==> src/rtl/branch_predict_unit_if.sv <==
// branch_predict_unit_if: fetch lookup and execute resolve signals between the core and the predictor.
// Fetch:   F_PC -> Pred_Taken, Pred_Target
// Execute: Ex_Valid, Cur_PC, Imm, AluResult, Branch/Jal/Jalr/Halt, Ex_PredTaken, Ex_PredTarget
//          -> Mispredict, RedirectPC, PcSel, Link
// Perf:    BrCount, MissCount
interface branch_predict_unit_if #(
    parameter int PC_W = 9
);
    logic [PC_W-1:0] F_PC;
    logic            Pred_Taken;
    logic [PC_W-1:0] Pred_Target;
    logic            Ex_Valid;
    logic [PC_W-1:0] Cur_PC;
    logic [31:0]     Imm;
    logic [31:0]     AluResult;
    logic            Branch;
    logic            Jal;
    logic            Jalr;
    logic            Halt;
    logic            Ex_PredTaken;
    logic [PC_W-1:0] Ex_PredTarget;
    logic            Mispredict;
    logic [31:0]     RedirectPC;
    logic            PcSel;
    logic [31:0]     Link;
    logic [31:0]     BrCount;
    logic [31:0]     MissCount;
    modport master (
        output F_PC, Ex_Valid, Cur_PC, Imm, AluResult, Branch, Jal, Jalr, Halt, Ex_PredTaken, Ex_PredTarget,
        input  Pred_Taken, Pred_Target, Mispredict, RedirectPC, PcSel, Link, BrCount, MissCount
    );
    modport slave (
        input  F_PC, Ex_Valid, Cur_PC, Imm, AluResult, Branch, Jal, Jalr, Halt, Ex_PredTaken, Ex_PredTarget,
        output Pred_Taken, Pred_Target, Mispredict, RedirectPC, PcSel, Link, BrCount, MissCount
    );
endinterface

==> src/rtl/branch_predict_unit.sv <==
// branch_predict_unit: direct-mapped BTB with saturating history counters, branch resolution and perf counters.
// Ports: clk, rst_n (async active-low), bus (branch_predict_unit_if.slave) carrying fetch lookup,
// execute resolve/redirect and the BrCount/MissCount performance counters.
module branch_predict_unit #(
    parameter int PC_W    = 9,
    parameter int ENTRIES = 16,
    parameter int CTR_W   = 2
) (
    input logic                 clk,
    input logic                 rst_n,
    branch_predict_unit_if.slave bus
);
    localparam int IDX_W = $clog2(ENTRIES);
    localparam int TAG_W = PC_W - IDX_W - 2;
    localparam logic [CTR_W-1:0] CTR_WT  = CTR_W'(1 << (CTR_W - 1));
    localparam logic [CTR_W-1:0] CTR_WNT = CTR_W'((1 << (CTR_W - 1)) - 1);
    logic [ENTRIES-1:0] valid_q;
    logic [TAG_W-1:0]   tag_q [ENTRIES];
    logic [PC_W-1:0]    tgt_q [ENTRIES];
    logic [CTR_W-1:0]   ctr_q [ENTRIES];
    logic [31:0]        br_cnt_q, br_cnt_d, miss_cnt_q, miss_cnt_d;
    logic [IDX_W-1:0]   f_idx, e_idx;
    logic [TAG_W-1:0]   f_tag, e_tag;
    logic [PC_W-1:0]    target, pc4, tgt_d;
    logic [CTR_W-1:0]   ctr, ctr_d;
    logic               f_hit, e_hit, halt, resolve, taken, mis, upd;
    always_comb begin
        f_idx   = bus.F_PC[IDX_W+1:2];
        f_tag   = bus.F_PC[PC_W-1:IDX_W+2];
        f_hit   = valid_q[f_idx] && tag_q[f_idx] == f_tag && ctr_q[f_idx][CTR_W-1];
        e_idx   = bus.Cur_PC[IDX_W+1:2];
        e_tag   = bus.Cur_PC[PC_W-1:IDX_W+2];
        e_hit   = valid_q[e_idx] && tag_q[e_idx] == e_tag;
        ctr     = ctr_q[e_idx];
        // Halt overrides any control class decoded alongside it
        halt    = bus.Ex_Valid & bus.Halt;
        resolve = bus.Ex_Valid & ~bus.Halt & (bus.Branch | bus.Jal | bus.Jalr);
        taken   = bus.Jal | bus.Jalr | (bus.Branch & bus.AluResult[0]);
        target  = bus.Jalr ? {bus.AluResult[PC_W-1:1], 1'b0} : bus.Cur_PC + bus.Imm[PC_W-1:0];
        pc4     = bus.Cur_PC + PC_W'(4);
        mis     = rst_n & resolve & ((taken != bus.Ex_PredTaken) | (taken & (bus.Ex_PredTarget != target)));
        // a not-taken miss leaves the table alone; everything else writes the indexed entry
        upd     = resolve & (e_hit | taken);
        ctr_d   = !e_hit ? CTR_WT : taken ? (ctr == '1 ? ctr : ctr + 1'b1) : (ctr == '0 ? ctr : ctr - 1'b1);
        tgt_d   = taken ? target : tgt_q[e_idx];
        br_cnt_d   = br_cnt_q + 32'(resolve && br_cnt_q != '1);
        miss_cnt_d = miss_cnt_q + 32'(mis && miss_cnt_q != '1);
        bus.Pred_Taken  = rst_n & f_hit;
        bus.Pred_Target = bus.Pred_Taken ? tgt_q[f_idx] : bus.F_PC + PC_W'(4);
        bus.Mispredict  = mis;
        bus.PcSel       = rst_n & (mis | halt);
        bus.RedirectPC  = 32'(halt ? bus.Cur_PC : taken ? target : pc4);
        bus.Link        = bus.Ex_Valid ? 32'(pc4) : 32'd0;
        bus.BrCount     = br_cnt_q;
        bus.MissCount   = miss_cnt_q;
    end
    always_ff @(posedge clk or negedge rst_n) begin
        if (!rst_n) begin
            for (int i = 0; i < ENTRIES; i++) begin
                tag_q[i] <= '0;
                tgt_q[i] <= '0;
                ctr_q[i] <= CTR_WNT;
            end
            valid_q    <= '0;
            br_cnt_q   <= '0;
            miss_cnt_q <= '0;
        end else begin
            if (upd) begin
                valid_q[e_idx] <= 1'b1;
                tag_q[e_idx]   <= e_tag;
                tgt_q[e_idx]   <= tgt_d;
                ctr_q[e_idx]   <= ctr_d;
            end
            br_cnt_q   <= br_cnt_d;
            miss_cnt_q <= miss_cnt_d;
        end
    end
endmodule

==> src/flat_wrapper.sv <==
// flat-port wrapper written by rule: the top's interface ports become plain ports
module branch_predict_unit_flat 
#(
    parameter int PC_W    = 9,
    parameter int ENTRIES = 16,
    parameter int CTR_W   = 2
)
  (clk, rst_n, bus_F_PC, bus_Ex_Valid, bus_Cur_PC, bus_Imm, bus_AluResult, bus_Branch, bus_Jal, bus_Jalr, bus_Halt, bus_Ex_PredTaken, bus_Ex_PredTarget, bus_Pred_Taken, bus_Pred_Target, bus_Mispredict, bus_RedirectPC, bus_PcSel, bus_Link, bus_BrCount, bus_MissCount);
  branch_predict_unit_if #(.PC_W(PC_W)) bus_i ();
  input logic clk;
  input logic rst_n;
  input wire logic [$bits(bus_i.F_PC)-1:0] bus_F_PC;
  input wire logic [$bits(bus_i.Ex_Valid)-1:0] bus_Ex_Valid;
  input wire logic [$bits(bus_i.Cur_PC)-1:0] bus_Cur_PC;
  input wire logic [$bits(bus_i.Imm)-1:0] bus_Imm;
  input wire logic [$bits(bus_i.AluResult)-1:0] bus_AluResult;
  input wire logic [$bits(bus_i.Branch)-1:0] bus_Branch;
  input wire logic [$bits(bus_i.Jal)-1:0] bus_Jal;
  input wire logic [$bits(bus_i.Jalr)-1:0] bus_Jalr;
  input wire logic [$bits(bus_i.Halt)-1:0] bus_Halt;
  input wire logic [$bits(bus_i.Ex_PredTaken)-1:0] bus_Ex_PredTaken;
  input wire logic [$bits(bus_i.Ex_PredTarget)-1:0] bus_Ex_PredTarget;
  output wire logic [$bits(bus_i.Pred_Taken)-1:0] bus_Pred_Taken;
  output wire logic [$bits(bus_i.Pred_Target)-1:0] bus_Pred_Target;
  output wire logic [$bits(bus_i.Mispredict)-1:0] bus_Mispredict;
  output wire logic [$bits(bus_i.RedirectPC)-1:0] bus_RedirectPC;
  output wire logic [$bits(bus_i.PcSel)-1:0] bus_PcSel;
  output wire logic [$bits(bus_i.Link)-1:0] bus_Link;
  output wire logic [$bits(bus_i.BrCount)-1:0] bus_BrCount;
  output wire logic [$bits(bus_i.MissCount)-1:0] bus_MissCount;
  assign bus_i.F_PC = bus_F_PC;
  assign bus_i.Ex_Valid = bus_Ex_Valid;
  assign bus_i.Cur_PC = bus_Cur_PC;
  assign bus_i.Imm = bus_Imm;
  assign bus_i.AluResult = bus_AluResult;
  assign bus_i.Branch = bus_Branch;
  assign bus_i.Jal = bus_Jal;
  assign bus_i.Jalr = bus_Jalr;
  assign bus_i.Halt = bus_Halt;
  assign bus_i.Ex_PredTaken = bus_Ex_PredTaken;
  assign bus_i.Ex_PredTarget = bus_Ex_PredTarget;
  assign bus_Pred_Taken = bus_i.Pred_Taken;
  assign bus_Pred_Target = bus_i.Pred_Target;
  assign bus_Mispredict = bus_i.Mispredict;
  assign bus_RedirectPC = bus_i.RedirectPC;
  assign bus_PcSel = bus_i.PcSel;
  assign bus_Link = bus_i.Link;
  assign bus_BrCount = bus_i.BrCount;
  assign bus_MissCount = bus_i.MissCount;
  branch_predict_unit #(.PC_W(PC_W), .ENTRIES(ENTRIES), .CTR_W(CTR_W)) u_core (.clk(clk), .rst_n(rst_n), .bus(bus_i));
endmodule
==> config.mk <==
export PLATFORM = sky130hd
export DESIGN_NAME = branch_predict_unit_flat
export DESIGN_NICKNAME = d
export VERILOG_FILES = /design/src/rtl/branch_predict_unit_if.sv /design/src/rtl/branch_predict_unit.sv /design/src/flat_wrapper.sv
export SDC_FILE = /design/constraint.sdc
export NUM_CORES = 1
export LEC_CHECK = 0
export ABC_AREA = 0
export CAP_MARGIN = 30
export CORE_UTILIZATION = 45
export CTS_CLUSTER_DIAMETER = 120
export DETAILED_ROUTE_END_ITERATION = 6
export PLACE_DENSITY = 0.73
export SLEW_MARGIN = 20
export SYNTH_ARGS = -nofsm -noshare
export SYNTH_HDL_FRONTEND = slang
export SYNTH_SLANG_ARGS = --single-unit
==> constraint.sdc <==
create_clock -name clk -period 9 [get_ports clk]
set_input_delay 2.7 -clock clk [delete_from_list [all_inputs] [get_ports clk]]
set_output_delay 2.7 -clock clk [all_outputs]
set_load 0.005 [all_outputs]
==> impl_metrics.yaml, run 1 <==
place:
  io_buffers: 146
  dp_worst_setup_slack_ns: 0.350
  dp_hpwl_um: 28200
  gp_congestion: 0.946
  placedInstanceArea_sq_um: 19000
route:
  vias: 11600
  drcViolationCount: 0
  ant_nets: 0
  via_per_inst: 5.89
  routed_wl_um: 43500
  first_iter_violations: 967
  first_pass_iters: 5
  routedWlPerCell_um: 22.1
timing:
  fmax_mhz: 115
  max_slew_margin: 0.350
  setup-violations-final: 0
  clock-skew-final_ns: 0.0239
  hold_viol: 0
  rsz0062_at_grt: "false"
  setup_slack_ns: 0.323
  min_period_ns: 8.68
  tns_ns: 0
  slew_violations: 0
  tightest_slew_ns: 0.975
  period_share: 0.964
power_and_ir_drop:
  p_leak_uw: 0.00855
  ir_worst_vdd_mv: 0.106
  finalPower_uw: 4030
  power_density_nw_per_um2: 200
global_route:
  antenna_found_initial: 0
  grt_pass1_vias: 11700
  grt_max_degree: 179
  overflow: 0
  grt_first_pass_wirelength_um: 67700
  grtUsageMet1: 0.314
  use_met3: 0.0439
  grt.busiest_layer: "met2"
  use_met2: 0.365
  grtUsageTotal: 0.228
logic_synthesis:
  synth-simple-area-share: 0.0870
  synth_cells: 1304
  avgSynthCellArea_sq_um: 13.2
  ys_ff_latch: 304
  yosysSeqAreaShare: 0.444
  synth_compound_area_frac: 0.0468
  async_reset_ff_frac: 1.00
  synth_area_sq_um: 17200
  synthMuxAreaShare: 0.313
  synth_top_family_by_area: "multiplexers"
  synth.distinct_cells: 64
  synthAdderAreaFrac: 0.0147
  synth_edf_count: 0
  synthFlopType: "dfrtp_1"
  yosys_warnings: 0
  synth-xor-area-share: 0.0454
setup_path:
  critPathCaptureType: "output port"
  worstPathRequired_ns: 6.30
  crit_fanout: 4
  crit_start: "bus_Cur_PC[0]"
  critical_path_class: "primary input to output port"
  arrival_ns: 5.98
  cp-start-kind: "primary input"
  reg2reg_from: "u_core.tag_q[36]"
floorplanning:
  coreArea_sq_um: 37600
  initial_core_util: 0.457
  die_w_um: 197
  ioPinCount: 239
  die-area_sq_um: 38900
  num_rows: 71
  die_h_um: 197
run_status:
  status: "completed"
cells_and_area:
  final_common_cell: "dfrtp_1"
  nNetsFinal: 1552
  diodes: 0
  final_layout_size_suffix_gt1_frac: 0.329
  final_cell_mix: "288 x dfrtp_1, 196 x mux2_2, 141 x clkdlybuf4s50_1"
  syn2layout_area_growth_pct: 17.6
  final_cell_area_sq_um: 20200
clock_network:
  cts_tree: "done"
  ctsLongestPathBuffers: 3
  clk_root_buffer_cell: "clkbuf_16"
  cts_resized: 0
  cts_sinks: 304
  clock_latency_ns: 0.53
  numCtsBuffers: 34
  htreeDepth: 2
  clk_pin_slew_ns: 0.06
  holdBufCountCts: 0
  cts_setup_buffers: 0
min_path:
  hp-class: "register to register"
  hp-start: "u_core.ctr_q[0]"
flow_run:
  maxCapViolCount: 0
## layer usage
metal  share of wire  wire length (um)
met1            0.43             18600
met2            0.48             20700
met3           0.070              3050
met4           0.025              1110
met5               0                 0
## stage by stage
step / cells / util / hold WS (ns)
2_1_floorplan: 1349 / - / 0.451
6_report: 1972 / 0.537 / 0.485
5_1_grt: 1972 / 0.537 / 0.492
4_1_cts: 1968 / 0.536 / 0.485
3_5_place_dp: 1906 / 0.505 / 0.475
3_3_place_gp: 1905 / 0.504 / 0.470
## power by group
group	switching (uW)	internal, uW	total [uW]	leakage (uW)
Combinational	325	492	818	0.00401
Sequential	170	1590	1760	0.00395
Clock	560	901	1460	0.000584
## final cells by class
class,instances,area [sq um]
flip-flops and latches,304,7630
well taps,511,639
clock buffers,52,1060
multi-input cells,895,8890
fillers,3060,17400
repair buffers,184,1780
inverters,16,60.1
clock inverters,10,130
## cells in the mapped netlist, drive strengths merged, types with 2 or more instances
master / number / share of area
a211oi: 4 / 0.0017
a21oi: 11 / 0.0032
a22o: 2 / 0.0010
a31oi: 4 / 0.0015
and2: 14 / 0.0051
and3: 14 / 0.0051
and4: 7 / 0.0036
buf: 104 / 0.038
clkbuf: 30 / 0.0066
dfrtp: 288 / 0.42
dfstp: 16 / 0.024
ha: 17 / 0.012
inv: 16 / 0.0035
maj3: 2 / 0.0012
mux2: 203 / 0.13
mux2i: 10 / 0.0058
mux4: 133 / 0.17
nand2: 59 / 0.013
nand2b: 5 / 0.0018
nand3: 59 / 0.017
nand4: 22 / 0.0080
nor2: 48 / 0.017
nor2b: 5 / 0.0018
nor3: 11 / 0.0035
nor3b: 5 / 0.0022
o2111ai: 2 / 0.0010
o211a: 2 / 0.0012
o211ai: 2 / 0.00087
o21a: 5 / 0.0022
o21ai: 53 / 0.015
o22a: 16 / 0.0082
o22ai: 4 / 0.0015
o311ai: 2 / 0.0010
o31a: 3 / 0.0015
or2: 17 / 0.0062
or4b: 2 / 0.0012
xnor2: 62 / 0.032
xor2: 27 / 0.014
## cell families after synthesis
family                   count (synthesis)
other                                    1
AND/OR/NAND/NOR                        272
buffers and inverters                  150
adder cells (fa/ha/maj)                 20
multiplexers                           346
AO/OA/AOI/OAI                          122
XOR/XNOR                                89
flip-flops                             304
## flip-flops by register name, summed over array words and instances, names as in the netlist
| signal | count |
|---|---|
| u_core.valid_q | 16 |
| u_core.tag_q | 48 |
| u_core.bus.MissCount | 32 |
| u_core.bus.BrCount | 32 |
| u_core.tgt_q | 144 |
| u_core.ctr_q | 32 |
## worst max-delay path, stage by stage
cell             delay [ns]
clkdlybuf4s50_1        0.49
ha_1                   0.21
inv_1                  0.07
fa_1                   0.41
nand2b_1               0.20
a21oi_1                0.32
o21ai_0                0.15
a211oi_1               0.34
xnor2_1                0.13
and3_1                 0.19
a31oi_1                0.22
clkdlybuf4s50_1        0.55
## final timing paths
path,slack (ns),to,depth (start not counted)
max,0.32,bus_PcSel,12
min,0.48,u_core.ctr_q[0],1
max reg2reg,5.25,u_core.tgt_q[4],9
min reg2reg,0.48,u_core.ctr_q[0],1
max in group asynchronous,5.01,u_core.bus.BrCount[16],4
min in group asynchronous,2.08,u_core.tgt_q[118],1
Note: power is estimated with default switching activity, not from simulation.
==> run 2: changes to the inputs <==
--- a/config.mk
+++ b/config.mk
@@ -7,6 +7,7 @@
 export LEC_CHECK = 0
 export ABC_AREA = 0
 export CAP_MARGIN = 30
+export CORE_MARGIN = 1.5
 export CORE_UTILIZATION = 45
 export CTS_CLUSTER_DIAMETER = 120
 export DETAILED_ROUTE_END_ITERATION = 6
==> impl_metrics.yaml, run 2 (synthesis gave the netlist of run 1 again) <==
route:
  vias: 11700
  dr_wl_met3_um: 3450
  routed.top_layer: "met4"
  routed_wl_um: 44600
  ant_nets: 0
  first_iter_violations: 962
  wl_met1_um: 18600
  via_per_inst: 5.96
  routedWlPerCell_um: 22.7
  wl_met2_um: 21200
  drcViolationCount: 0
  first_pass_iters: 7
power_and_ir_drop:
  seqPwrFrac: 0.445
  intPower_uw: 2910
  p_sw_uw: 1030
  finalPower_uw: 3940
  p_sw_frac: 0.262
  p_comb_frac: 0.207
  power_density_nw_per_um2: 196
  p_leak_uw: 0.00850
  pwr-share-clk: 0.347
  ir_worst_vdd_mv: 0.117
floorplanning:
  coreArea_sq_um: 37600
  die-area_sq_um: 39300
  die_h_um: 198
  die_w_um: 198
  initial_core_util: 0.457
  num_rows: 71
  ioPinCount: 239
clock_network:
  numCtsBuffers: 34
  cts_setup_buffers: 0
  htreeDepth: 2
  holdBufCountCts: 0
  cts_tree: "done"
  clock_latency_ns: 0.51
  clk_pin_slew_ns: 0.06
  ctsLongestPathBuffers: 3
  clk_root_buffer_cell: "clkbuf_16"
  cts_resized: 0
  cts_sinks: 304
flow_run:
  maxCapViolCount: 0
global_route:
  grtUsageTotal: 0.232
  overflow: 0
  grt_first_pass_wirelength_um: 69300
  grt_pass1_vias: 11900
  antenna_found_initial: 0
  grt_max_degree: 175
cells_and_area:
  fillers: 3072
  final_layout_size_suffix_gt1_frac: 0.324
  final_cell_mix: "288 x dfrtp_1, 196 x mux2_2, 141 x clkdlybuf4s50_1"
  largest_registers: "u_core.tgt_q x144, u_core.tag_q x48"
  syn2layout_area_growth_pct: 17.2
  largest_reg_flops: 144
  diodes: 0
  largest-register: "u_core.tgt_q"
  final_common_cell: "dfrtp_1"
  nNetsFinal: 1549
timing:
  fmax_mhz: 116
  period_share: 0.958
  clock-skew-final_ns: 0.0160
  max_slew_margin: 0.329
  hold_viol: 0
  rsz0062_at_grt: "false"
  min_period_ns: 8.62
  slew_violations: 0
  setup-violations-final: 0
  tns_ns: 0
  tightest_slew_ns: 1.01
place:
  gp_congestion: 0.875
  dp_hpwl_um: 28200
  io_buffers: 146
setup_path:
  worstRegToRegCells: 8
  critical_path_class: "primary input to output port"
  worstPathRequired_ns: 6.30
  arrival_ns: 5.92
  crit_fanout: 3
  cp-start-kind: "primary input"
  critPathCaptureType: "output port"
min_path:
  hp-class: "register to register"
  worstHoldPathCells: 1
run_status:
  status: "completed"
-- run 2: metal layers --
metal	vias up	GRT usage
met4	0	0.0800
met3	96	0.0351
met1	6067	0.318
li1	5050	-
met2	524	0.376
met5	-	0
-- run 2: area by class of cell --
| type | count | area (sq um) | share of cell area |
|---|---|---|---|
| Multi-Input combinational cell | 895 | 8910 | 0.443 |
| Sequential cell | 304 | 7630 | 0.379 |
| Timing Repair Buffer | 181 | 1770 | 0.0881 |
| Clock buffer | 56 | 1060 | 0.0526 |
| Tap cell | 511 | 639 | 0.0318 |
| Inverter | 16 | 60.1 | 0.00299 |
| Clock inverter | 6 | 55.1 | 0.00274 |
-- run 2: final timing paths --
| path | to | from | slack (ns) |
|---|---|---|---|
| worst max-delay path | bus_PcSel | bus_Cur_PC[0] | 0.38 |
| worst min-delay path | u_core.ctr_q[0] | u_core.ctr_q[0] | 0.49 |
| worst max register to register | u_core.tgt_q[85] | u_core.tag_q[38] | 5.46 |
| worst min register to register | u_core.ctr_q[0] | u_core.ctr_q[0] | 0.49 |
| max in group asynchronous | u_core.ctr_q[18] | rst_n | 4.90 |
| min in group asynchronous | u_core.bus.MissCount[2] | rst_n | 2.13 |
-- run 2: stage by stage --
| stage | instances | instance area, sq um | hold slack [ns] | utilization | setup WS (ns) |
|---|---|---|---|---|---|
| finish | 1969 | 20100 | 0.485 | 0.535 | 0.379 |
| global route | 1969 | 20100 | 0.508 | 0.535 | 0.169 |
| CTS | 1966 | 20100 | 0.486 | 0.534 | 0.365 |
| detailed placement | 1904 | 18900 | 0.479 | 0.504 | 0.383 |
| global placement | 1903 | 18900 | 0.473 | 0.504 | 0.348 |
| floorplan | 1349 | 17300 | 0.451 | - | 1.04 |
-- run 2: critical path: stages --
cell and delay, ns:
clkdlybuf4s50_1 0.50, ha_1 0.22, inv_1 0.07, fa_1 0.39, nand2b_1 0.20, a21oi_1 0.23, o21ai_0 0.13, a211oi_1 0.41
xnor2_1 0.17, and3_1 0.20, a31oi_1 0.17, clkdlybuf4s50_1 0.54
-- run 2: power groups by stage --
stage	clock [uW]	combinational [uW]	sequential, uW
6_report	1370	818	1760
5_1_grt	1460	884	1790
4_1_cts	1400	819	1750
3_5_place_dp	0	811	1770
3_3_place_gp	0	791	1750
2_1_floorplan	0	580	1720
